### config.mk
export PLATFORM = sky130hd
export DESIGN_NAME = imm_decode_stage_flat
export DESIGN_NICKNAME = d
export VERILOG_FILES = /design/src/rtl/imm_pkg.sv /design/src/rtl/imm_decode_stage_if.sv /design/src/rtl/imm_extract.sv /design/src/rtl/imm_decode_stage.sv /design/src/flat_wrapper.sv
export SDC_FILE = /design/constraint.sdc
export NUM_CORES = 1
export LEC_CHECK = 0
export CORE_UTILIZATION = 51
export CTS_CLUSTER_SIZE = 24
export DETAILED_ROUTE_END_ITERATION = 8
export PLACE_DENSITY = 0.8
export SYNTH_ARGS = -nofsm -noshare
export SYNTH_HDL_FRONTEND = slang
export SYNTH_SLANG_ARGS = --single-unit
### constraint.sdc
create_clock -name clk -period 2.11 [get_ports clk]
set_input_delay 0.3165 -clock clk [delete_from_list [all_inputs] [get_ports clk]]
set_output_delay 0.3165 -clock clk [all_outputs]
set_load 0.02 [all_outputs]
### src/rtl/imm_pkg.sv
// Shared types and constants for the immediate-decode stage.
//   imm_type_t : 3-bit immediate class presented with each result
//   Op*        : major opcodes (inst[6:2]) that carry an immediate
//   F3*        : funct3 codes that turn OP-IMM into a shift
//   xlen_legal : true for the supported datapath widths
package imm_pkg;

  typedef enum logic [2:0] {
    ImmNone = 3'd0,
    ImmI    = 3'd1,
    ImmS    = 3'd2,
    ImmB    = 3'd3,
    ImmU    = 3'd4,
    ImmJ    = 3'd5,
    ImmZ    = 3'd6,
    ImmSh   = 3'd7
  } imm_type_t;

  localparam logic [4:0] OpLoad    = 5'b00000;
  localparam logic [4:0] OpMiscMem = 5'b00011;
  localparam logic [4:0] OpOpImm   = 5'b00100;
  localparam logic [4:0] OpAuipc   = 5'b00101;
  localparam logic [4:0] OpOpImm32 = 5'b00110;
  localparam logic [4:0] OpStore   = 5'b01000;
  localparam logic [4:0] OpLui     = 5'b01101;
  localparam logic [4:0] OpBranch  = 5'b11000;
  localparam logic [4:0] OpJalr    = 5'b11001;
  localparam logic [4:0] OpJal     = 5'b11011;
  localparam logic [4:0] OpSystem  = 5'b11100;

  localparam logic [2:0] F3Sll = 3'b001;
  localparam logic [2:0] F3Srx = 3'b101;

  function automatic bit xlen_legal(int unsigned xlen);
    return (xlen == 32) || (xlen == 64);
  endfunction

endpackage

### src/rtl/imm_decode_stage_if.sv
// Handshake bundle for the immediate-decode stage.
//   in_*  : instruction offer (valid/ready, raw word, tag)
//   out_* : registered result (valid/ready, immediate, class, tag)
// slave  : the stage side; master : the producer/consumer side.
interface imm_decode_stage_if
  import imm_pkg::*;
#(
  parameter int unsigned XLEN  = 32,
  parameter int unsigned TAG_W = 32
) ();

  logic             in_valid;
  logic             in_ready;
  logic [31:0]      in_inst;
  logic [TAG_W-1:0] in_tag;
  logic             out_valid;
  logic             out_ready;
  logic [XLEN-1:0]  out_imm;
  imm_type_t        out_type;
  logic [TAG_W-1:0] out_tag;

  modport slave (
    input  in_valid, in_inst, in_tag, out_ready,
    output in_ready, out_valid, out_imm, out_type, out_tag
  );

  modport master (
    output in_valid, in_inst, in_tag, out_ready,
    input  in_ready, out_valid, out_imm, out_type, out_tag
  );

endinterface

### src/rtl/imm_extract.sv
// Combinational immediate extraction from a raw instruction word.
//   i_inst : 32-bit instruction
//   o_imm  : immediate, sign- or zero-extended to XLEN
//   o_type : immediate class
module imm_extract
  import imm_pkg::*;
#(
  parameter int unsigned XLEN = 32
) (
  input  logic [31:0]     i_inst,
  output logic [XLEN-1:0] o_imm,
  output imm_type_t       o_type
);

  logic [4:0]  w_opcode;
  logic [2:0]  w_funct3;
  logic        w_is_shift;
  logic [31:0] w_imm32;
  logic        w_sext;
  logic        w_unused;

  assign w_opcode   = i_inst[6:2];
  assign w_funct3   = i_inst[14:12];
  assign w_is_shift = (w_funct3 == F3Sll) || (w_funct3 == F3Srx);
  assign w_unused   = ^i_inst[1:0];

  always_comb begin
    w_imm32 = '0;
    w_sext  = 1'b1;
    o_type  = ImmNone;
    unique case (w_opcode)
      OpLui, OpAuipc: begin
        w_imm32 = {i_inst[31:12], 12'b0};
        o_type  = ImmU;
      end
      OpJal: begin
        w_imm32 = {{11{i_inst[31]}}, i_inst[31], i_inst[19:12], i_inst[20],
                   i_inst[30:21], 1'b0};
        o_type  = ImmJ;
      end
      OpBranch: begin
        w_imm32 = {{19{i_inst[31]}}, i_inst[31], i_inst[7], i_inst[30:25],
                   i_inst[11:8], 1'b0};
        o_type  = ImmB;
      end
      OpStore: begin
        w_imm32 = {{20{i_inst[31]}}, i_inst[31:25], i_inst[11:7]};
        o_type  = ImmS;
      end
      OpLoad, OpMiscMem, OpJalr: begin
        w_imm32 = {{20{i_inst[31]}}, i_inst[31:20]};
        o_type  = ImmI;
      end
      OpOpImm: begin
        if (w_is_shift) begin
          // Shamt is 6 bits wide on RV64; the funct7 bits above it are dropped.
          w_imm32 = (XLEN == 64) ? {26'b0, i_inst[25:20]} : {27'b0, i_inst[24:20]};
          w_sext  = 1'b0;
          o_type  = ImmSh;
        end else begin
          w_imm32 = {{20{i_inst[31]}}, i_inst[31:20]};
          o_type  = ImmI;
        end
      end
      OpOpImm32: begin
        // Word ops only exist on RV64; on RV32 this opcode carries no immediate.
        if (XLEN == 64) begin
          if (w_is_shift) begin
            w_imm32 = {27'b0, i_inst[24:20]};
            w_sext  = 1'b0;
            o_type  = ImmSh;
          end else begin
            w_imm32 = {{20{i_inst[31]}}, i_inst[31:20]};
            o_type  = ImmI;
          end
        end
      end
      OpSystem: begin
        if (w_funct3[2]) begin
          w_imm32 = {27'b0, i_inst[19:15]};
          w_sext  = 1'b0;
          o_type  = ImmZ;
        end
      end
      default: ;
    endcase
  end

  always_comb begin
    o_imm        = '0;
    o_imm[31:0]  = w_imm32;
    for (int i = 32; i < XLEN; i++) begin
      o_imm[i] = w_sext & w_imm32[31];
    end
  end

endmodule

### src/rtl/imm_decode_stage.sv
// Registered immediate-decode stage with a two-entry skid buffer.
//   clk   : rising-edge clock
//   reset : synchronous active-high reset (clears state and data)
//   flush : synchronous discard of all held entries
//   bus   : in_* instruction offer, out_* registered result
// Results appear one cycle after acceptance; in_ready is a flop so there is
// no combinational path from out_ready or in_* to any output.
module imm_decode_stage
  import imm_pkg::*;
#(
  parameter int unsigned XLEN  = 32,
  parameter int unsigned TAG_W = 32
) (
  input  logic               clk,
  input  logic               reset,
  input  logic               flush,
  imm_decode_stage_if.slave  bus
);

  if (!xlen_legal(XLEN)) begin : g_bad_xlen
    $error("imm_decode_stage: XLEN must be 32 or 64");
  end

  logic [XLEN-1:0]  w_ext_imm;
  imm_type_t        w_ext_type;

  imm_extract #(
    .XLEN (XLEN)
  ) u_extract (
    .i_inst (bus.in_inst),
    .o_imm  (w_ext_imm),
    .o_type (w_ext_type)
  );

  logic             r_out_valid, w_out_valid_d;
  logic [XLEN-1:0]  r_out_imm,   w_out_imm_d;
  imm_type_t        r_out_type,  w_out_type_d;
  logic [TAG_W-1:0] r_out_tag,   w_out_tag_d;
  logic             r_skid_valid, w_skid_valid_d;
  logic [XLEN-1:0]  r_skid_imm,   w_skid_imm_d;
  imm_type_t        r_skid_type,  w_skid_type_d;
  logic [TAG_W-1:0] r_skid_tag,   w_skid_tag_d;
  logic             r_in_ready;

  logic w_in_fire;
  logic w_out_free;

  assign w_in_fire  = bus.in_valid && r_in_ready;
  // OUT can take a new entry if it is empty or being consumed this cycle.
  assign w_out_free = !r_out_valid || bus.out_ready;

  always_comb begin
    w_out_valid_d  = r_out_valid;
    w_out_imm_d    = r_out_imm;
    w_out_type_d   = r_out_type;
    w_out_tag_d    = r_out_tag;
    w_skid_valid_d = r_skid_valid;
    w_skid_imm_d   = r_skid_imm;
    w_skid_type_d  = r_skid_type;
    w_skid_tag_d   = r_skid_tag;
    if (w_out_free) begin
      if (r_skid_valid) begin
        // in_ready was low, so no new accept can collide with this move.
        w_out_valid_d  = 1'b1;
        w_out_imm_d    = r_skid_imm;
        w_out_type_d   = r_skid_type;
        w_out_tag_d    = r_skid_tag;
        w_skid_valid_d = 1'b0;
      end else if (w_in_fire) begin
        w_out_valid_d  = 1'b1;
        w_out_imm_d    = w_ext_imm;
        w_out_type_d   = w_ext_type;
        w_out_tag_d    = bus.in_tag;
      end else begin
        w_out_valid_d  = 1'b0;
      end
    end else if (w_in_fire) begin
      w_skid_valid_d = 1'b1;
      w_skid_imm_d   = w_ext_imm;
      w_skid_type_d  = w_ext_type;
      w_skid_tag_d   = bus.in_tag;
    end
  end

  always_ff @(posedge clk) begin
    if (reset) begin
      r_out_valid  <= 1'b0;
      r_out_imm    <= '0;
      r_out_type   <= ImmNone;
      r_out_tag    <= '0;
      r_skid_valid <= 1'b0;
      r_skid_imm   <= '0;
      r_skid_type  <= ImmNone;
      r_skid_tag   <= '0;
      r_in_ready   <= 1'b1;
    end else if (flush) begin
      r_out_valid  <= 1'b0;
      r_skid_valid <= 1'b0;
      r_in_ready   <= 1'b1;
    end else begin
      r_out_valid  <= w_out_valid_d;
      r_out_imm    <= w_out_imm_d;
      r_out_type   <= w_out_type_d;
      r_out_tag    <= w_out_tag_d;
      r_skid_valid <= w_skid_valid_d;
      r_skid_imm   <= w_skid_imm_d;
      r_skid_type  <= w_skid_type_d;
      r_skid_tag   <= w_skid_tag_d;
      r_in_ready   <= !w_skid_valid_d;
    end
  end

  assign bus.in_ready  = r_in_ready;
  assign bus.out_valid = r_out_valid;
  assign bus.out_imm   = r_out_imm;
  assign bus.out_type  = r_out_type;
  assign bus.out_tag   = r_out_tag;

endmodule
### src/flat_wrapper.sv
// flat-port wrapper written by rule: the top's interface ports become plain ports
module imm_decode_stage_flat import imm_pkg::*;
#(
  parameter int unsigned XLEN  = 32,
  parameter int unsigned TAG_W = 32
)
  (clk, reset, flush, bus_in_valid, bus_in_inst, bus_in_tag, bus_out_ready, bus_in_ready, bus_out_valid, bus_out_imm, bus_out_type, bus_out_tag);
  imm_decode_stage_if #(.XLEN(XLEN), .TAG_W(TAG_W)) bus_i ();
  input  logic clk;
  input  logic reset;
  input  logic flush;
  input wire logic [$bits(bus_i.in_valid)-1:0] bus_in_valid;
  input wire logic [$bits(bus_i.in_inst)-1:0] bus_in_inst;
  input wire logic [$bits(bus_i.in_tag)-1:0] bus_in_tag;
  input wire logic [$bits(bus_i.out_ready)-1:0] bus_out_ready;
  output wire logic [$bits(bus_i.in_ready)-1:0] bus_in_ready;
  output wire logic [$bits(bus_i.out_valid)-1:0] bus_out_valid;
  output wire logic [$bits(bus_i.out_imm)-1:0] bus_out_imm;
  output wire logic [$bits(bus_i.out_type)-1:0] bus_out_type;
  output wire logic [$bits(bus_i.out_tag)-1:0] bus_out_tag;
  assign bus_i.in_valid = bus_in_valid;
  assign bus_i.in_inst = bus_in_inst;
  assign bus_i.in_tag = bus_in_tag;
  assign bus_i.out_ready = bus_out_ready;
  assign bus_in_ready = bus_i.in_ready;
  assign bus_out_valid = bus_i.out_valid;
  assign bus_out_imm = bus_i.out_imm;
  assign bus_out_type = bus_i.out_type;
  assign bus_out_tag = bus_i.out_tag;
  imm_decode_stage #(.XLEN(XLEN), .TAG_W(TAG_W)) u_core (.clk(clk), .reset(reset), .flush(flush), .bus(bus_i));
endmodule
# == Word level (Yosys, flattened, before mapping) ==
# Index checks and enable logic that the tools add are counted.
# word_totals
register_bits,137
in_bits,69
out_inout_bits,69
elab_cells,50
# classes
eq_ne,11
n_mux,16
n_bitwise,2
n_reduce_logical,12
# ops
cell,count
case mux 32 bit (7 select lines),1
2-to-1 mux 32 bit,5
case mux 3 bit (7 select lines),1
"equality test 5 bit, second input constant",4
2-to-1 mux 3 bit,4
"equality test 5 x 3 -> 1 bit, second input constant",2
"equality test 5 x 4 -> 1 bit, second input constant",2
AND reduction 3 bit,2
"equality test 5 x 2 -> 1 bit, second input constant",1
zero test 5 bit,1
2-to-1 mux 5 bit,1
2-to-1 mux 1 bit,4
OR reduction 2 bit,2
"equality test 3 x 1 -> 1 bit, second input constant",1
"equality test 3 bit, second input constant",1
OR reduction 3 bit,1
zero test 1 bit,2
logical OR 1 bit,2
inverter 1 bit,2
nonzero test 2 bit,1
logical AND 1 bit,1

# == Depth between registers and ports, before layout ==
# depth
ltp_word,6
depth_mapped,7
ltp_nobuf,4

# == Modules after synthesis ==
# Synthesis repeated with hierarchy kept, for this count alone.
# unflattened
hier_cells,791
area_unflattened_um2,7213.2
# modules_own_cells
module,instances,cells_each,area_per_inst_um2,seq_area_each_um2
imm_decode_stage,1,683,6542.5,2742.6
imm_extract,1,108,670.6,0.0

# == Least setup slack after synthesis ==
# Ideal clock, no wire load.
# synth_timing
path_kind,register to register
start,"reg u_core.r_in_ready, in the netlist u_core.bus.in_ready"
end,"reg u_core.r_out_tag[10], in the netlist u_core.bus.out_tag[10]"
setup_ns,0.138
arrival_time_ns,1.535
t_required_ns,1.972
setup_slack_ns,0.437
stages_incl_launch_ff,6
n_path_buf,2
period_less_slack_ns,1.673
path_cell_list,dfxtp_1 -> a21oi_1 -> nor3_2 -> buf_2 -> clkbuf_1 -> a211oi_1
# synth_via
elab_chain_cells,3
# synth_lines
item,line,source
from (decl),imm_decode_stage.sv:43,logic r_in_ready;
from (signal assigned),imm_decode_stage.sv:109,r_in_ready <= !w_skid_valid_d;
logical AND 1 bit,imm_decode_stage.sv:48,assign w_in_fire = bus.in_valid && r_in_ready;
nonzero test 2 bit (no line),-,
AND reduction 3 bit (no line),-,
to (signal assigned),imm_decode_stage.sv:104,r_out_tag <= w_out_tag_d;
to (decl),imm_decode_stage.sv:38,"logic [TAG_W-1:0] r_out_tag, w_out_tag_d;"
# No other way between the ends.
# A chain may end at the register's enable or synchronous reset.

# == Worst setup path after layout ==
# layout_timing
start,in bus_in_inst[2]
end,"reg u_core.r_out_imm[20], in the netlist u_core.bus.out_imm[20]"
# layout_via
elab_chain_cells,5
word_cells_on_any_way,15
cone_classes,eq/ne: 9; mux: 3; reduce/logical: 3
# layout_lines
item,line,source
from (decl),flat_wrapper.sv:13,input wire logic [$bits(bus_i.in_inst)-1:0] bus_in_inst;
equality test 5 x 2 -> 1 bit (tied with other cells),imm_extract.sv:31,unique case (w_opcode)
OR reduction 3 bit or OR reduction 2 bit (tied branches),imm_extract.sv:31,
case mux 32 bit (7 select lines) *,imm_extract.sv:31,
2-to-1 mux 32 bit *,imm_decode_stage.sv:69,end else if (w_in_fire) begin
2-to-1 mux 32 bit *,imm_decode_stage.sv:62,if (r_skid_valid) begin
to (signal assigned),imm_decode_stage.sv:102,r_out_imm <= w_out_imm_d;
to (decl),imm_decode_stage.sv:36,"logic [XLEN-1:0] r_out_imm, w_out_imm_d;"
# Every way passes the cells marked *; elsewhere a longest branch is shown, timed or not. The select of a mux whose other input is x is not followed.

==> flow_summary_export.csv <==
group,metric,value,unit
timing,worst_clock_skew,0.00637,ns
detailed_routing,wire_per_inst,18.1,µm
power_and_ir_drop,clkPwrFrac,0.434,
floorplan,rows,40,
clocking,max-clock-path-buffers,2,
layout,diodes,0,
detailed_routing,postRouteAntennaNets,0,
timing,rsz0062_at_grt,"false",
timing,timing.hold.ws,0.342,ns
clocking,cts-root-buf,"clkbuf_16",
clocking,cts.clk_slew.worst_paths,0.05,ns
worst_setup_path,worstPathRequired,2.44,ns
layout,final_cell_mix,"136 x dfxtp_1, 134 x clkdlybuf4s50_1, 82 x nand2_1",
run_status,run_status,"completed",
yosys,syn-instance-count,761,
timing,hold_viol_final,0,
yosys,ys.flop_type,"dfxtp_1",
power_and_ir_drop,combPwrFrac,0.151,
clocking,clk_latency,0.42,ns
floorplan,dieArea,13200,µm²
layout,drive_above_1_share,0.120,
run,drv_cap,0,
place,routabilityCongestion,0.946,
yosys,syn_avg_cell_area,8.56,µm²
floorplan,dieWidth,115,µm
clocking,cts_tree,"done",
layout,final_area,8870,µm²
yosys,syn_nets,830,
detailed_routing,drt_wl_total,19500,µm
detailed_routing,drc_errors,0,
yosys,async_reset_ff_frac,0,
power_and_ir_drop,seq_power_share,0.415,
global_route,grt_overflow_total,0,
power_and_ir_drop,p_leak,0.00304,µW
yosys,ys_warn_count,0,
yosys,synth_area,6510,µm²
power_and_ir_drop,power,6600,µW
power_and_ir_drop,swShare,0.250,
power_and_ir_drop,peakVddDrop,594,µV
yosys,synth_edf_count,0,
power_and_ir_drop,netSwitchingPower,1650,µW
floorplan,start_util,0.533,
layout,nNetsFinal,967,
clocking,cts_inserted_buffers,17,
layout,finish.utilization,0.726,
clocking,cts_resized,0,
global_route,antenna_found_initial,0,
timing,worst_pin_slew,0.533,ns
timing,slew-limit-headroom,0.645,
power_and_ir_drop,pwr_density_cell,744,nW/µm²
clocking,h-tree-depth,4,
worst_setup_path,cp-start-kind,"input port",
timing,period_share,0.939,
layout,syn_to_final_growth,36.2,%
layout,final_common_cell,"dfxtp_1",
min_path,min-delay-path-class,"in2reg",
floorplan,core,12200,µm²
detailed_routing,drt-vias-per-instance,6.09,
worst_setup_path,crit_path_end_kind,"flip-flop",
floorplan,io_pins,138,
power_and_ir_drop,intPower,4950,µW
worst_setup_path,crit_arrival,2.31,ns
place,place_area,8290,µm²
floorplan,die_h,115,µm
clocking,clock_sinks,137,
detailed_routing,drt_iter0_drc,698,
yosys,yosysSeqAreaShare,0.421,
detailed_routing,vias,6563,
global_route,grt_pass1_vias,6496,
timing,final.min_clock_period,1.98,ns
worst_setup_path,crit_type,"in2reg",
clocking,post_cts_buffers,0,
timing,maxSlewViolCount,0,
place,portBuffers,135,
timing,clock.fmax,0.505,GHz
global_route,grtUsageTotal,0.304,
worst_setup_path,crit_fanout,11,
global_route,grt_pass1_wl,31400,µm
yosys,ys_types,52,
clocking,cts_hold_buf,0,
place,dp_cells,1047,
global_route,grt_max_degree,68,
detailed_routing,dr.pass1.iters,6,
timing,finalSetupViolCount,0,
layout,finalNonFillerCells,1078,
yosys,ys_ff_latch,137,
place,dp_hpwl,13500,µm
==> state kept, by name, indices dropped and copies added (netlist names) <==
name                  count
u_core.r_skid_type        3
u_core.r_skid_valid       1
u_core.bus.out_tag       32
u_core.bus.in_ready       1
u_core.bus.out_type       3
u_core.r_skid_imm        32
u_core.bus.out_imm       32
u_core.bus.out_valid      1
u_core.r_skid_tag        32
==> power by group through the flow <==
stage	logic, µW	clock network [µW]	registers [µW]
floorplan	398	0	2890
global placement	950	0	2790
CTS	985	2890	2740
global route	1060	3000	2750
finish	993	2860	2740
detailed placement	977	0	2790
==> synthesized netlist by cell type (all sizes together) (18+ instances only) <==
cell    count  area (µm²)
o211ai     20         150
nand3      19        95.1
nand4b     18         158
nor2       59         221
clkbuf     44         165
a211oi     61         508
nor3       24         125
mux2i      38         380
dfxtp     137        2740
buf        28         156
a21oi      76         392
o21ai      31         166
nand2      83         314
==> path summary, 6_finish.rpt <==
path | cells past startpoint | slack [ns] | start | to
max | 6 | 0.13 | bus_in_inst[2] | u_core.bus.out_imm[20]
min | 3 | 0.34 | reset | u_core.r_skid_imm[11]
max reg2reg | 5 | 0.36 | u_core.bus.in_ready | u_core.bus.out_imm[24]
min reg2reg | 2 | 0.45 | u_core.r_skid_tag[21] | u_core.r_skid_tag[21]
==> worst max-delay path, stage by stage <==
cell and delay, ns:
clkdlybuf4s50_1 0.53, or4_4 0.60, o21ai_4 0.19, buf_12 0.16, nand2_2 0.23, a211oi_1 0.28
==> cell families (layout without fill, tap and decap cells) <==
family / Yosys count / in the layout / share of synthesized area
AND/OR/NAND/NOR: 255 / 255 / 0.197
AO/OA/AOI/OAI: 254 / 254 / 0.271
flip-flops: 137 / 137 / 0.421
multiplexers: 38 / 38 / 0.0584
buffers and inverters: 77 / 226 / 0.0522
==> final cells by class <==
| cell class | instances | area (µm²) |
|---|---|---|
| timing repair buffer | 190 | 1870 |
| clock inverter | 7 | 63.8 |
| tap | 168 | 210 |
| fill | 936 | 3340 |
| multi-input combinational | 547 | 3450 |
| inverter | 5 | 18.8 |
| sequential | 137 | 2750 |
| clock buffer | 24 | 513 |
==> per-stage QoR <==
stage          setup TNS, ns  setup slack (ns)
2_1_floorplan              0             0.437
5_1_grt                    0            0.0673
3_3_place_gp           -7.80            -0.196
3_5_place_dp          -11.51            -0.278
4_1_cts                    0             0.152
6_report                   0             0.128
==> metal layers <==
metal	routed length, µm	vias up	track usage	part of all wire
met3	1490	53	0.0807	0.077
met1	7900	3152	0.360	0.41
met4	565	0	0.130	0.029
li1	-	3070	-	-
met2	9510	288	0.519	0.49
met5	0	-	0	0
(Power assumes the default switching activity.)
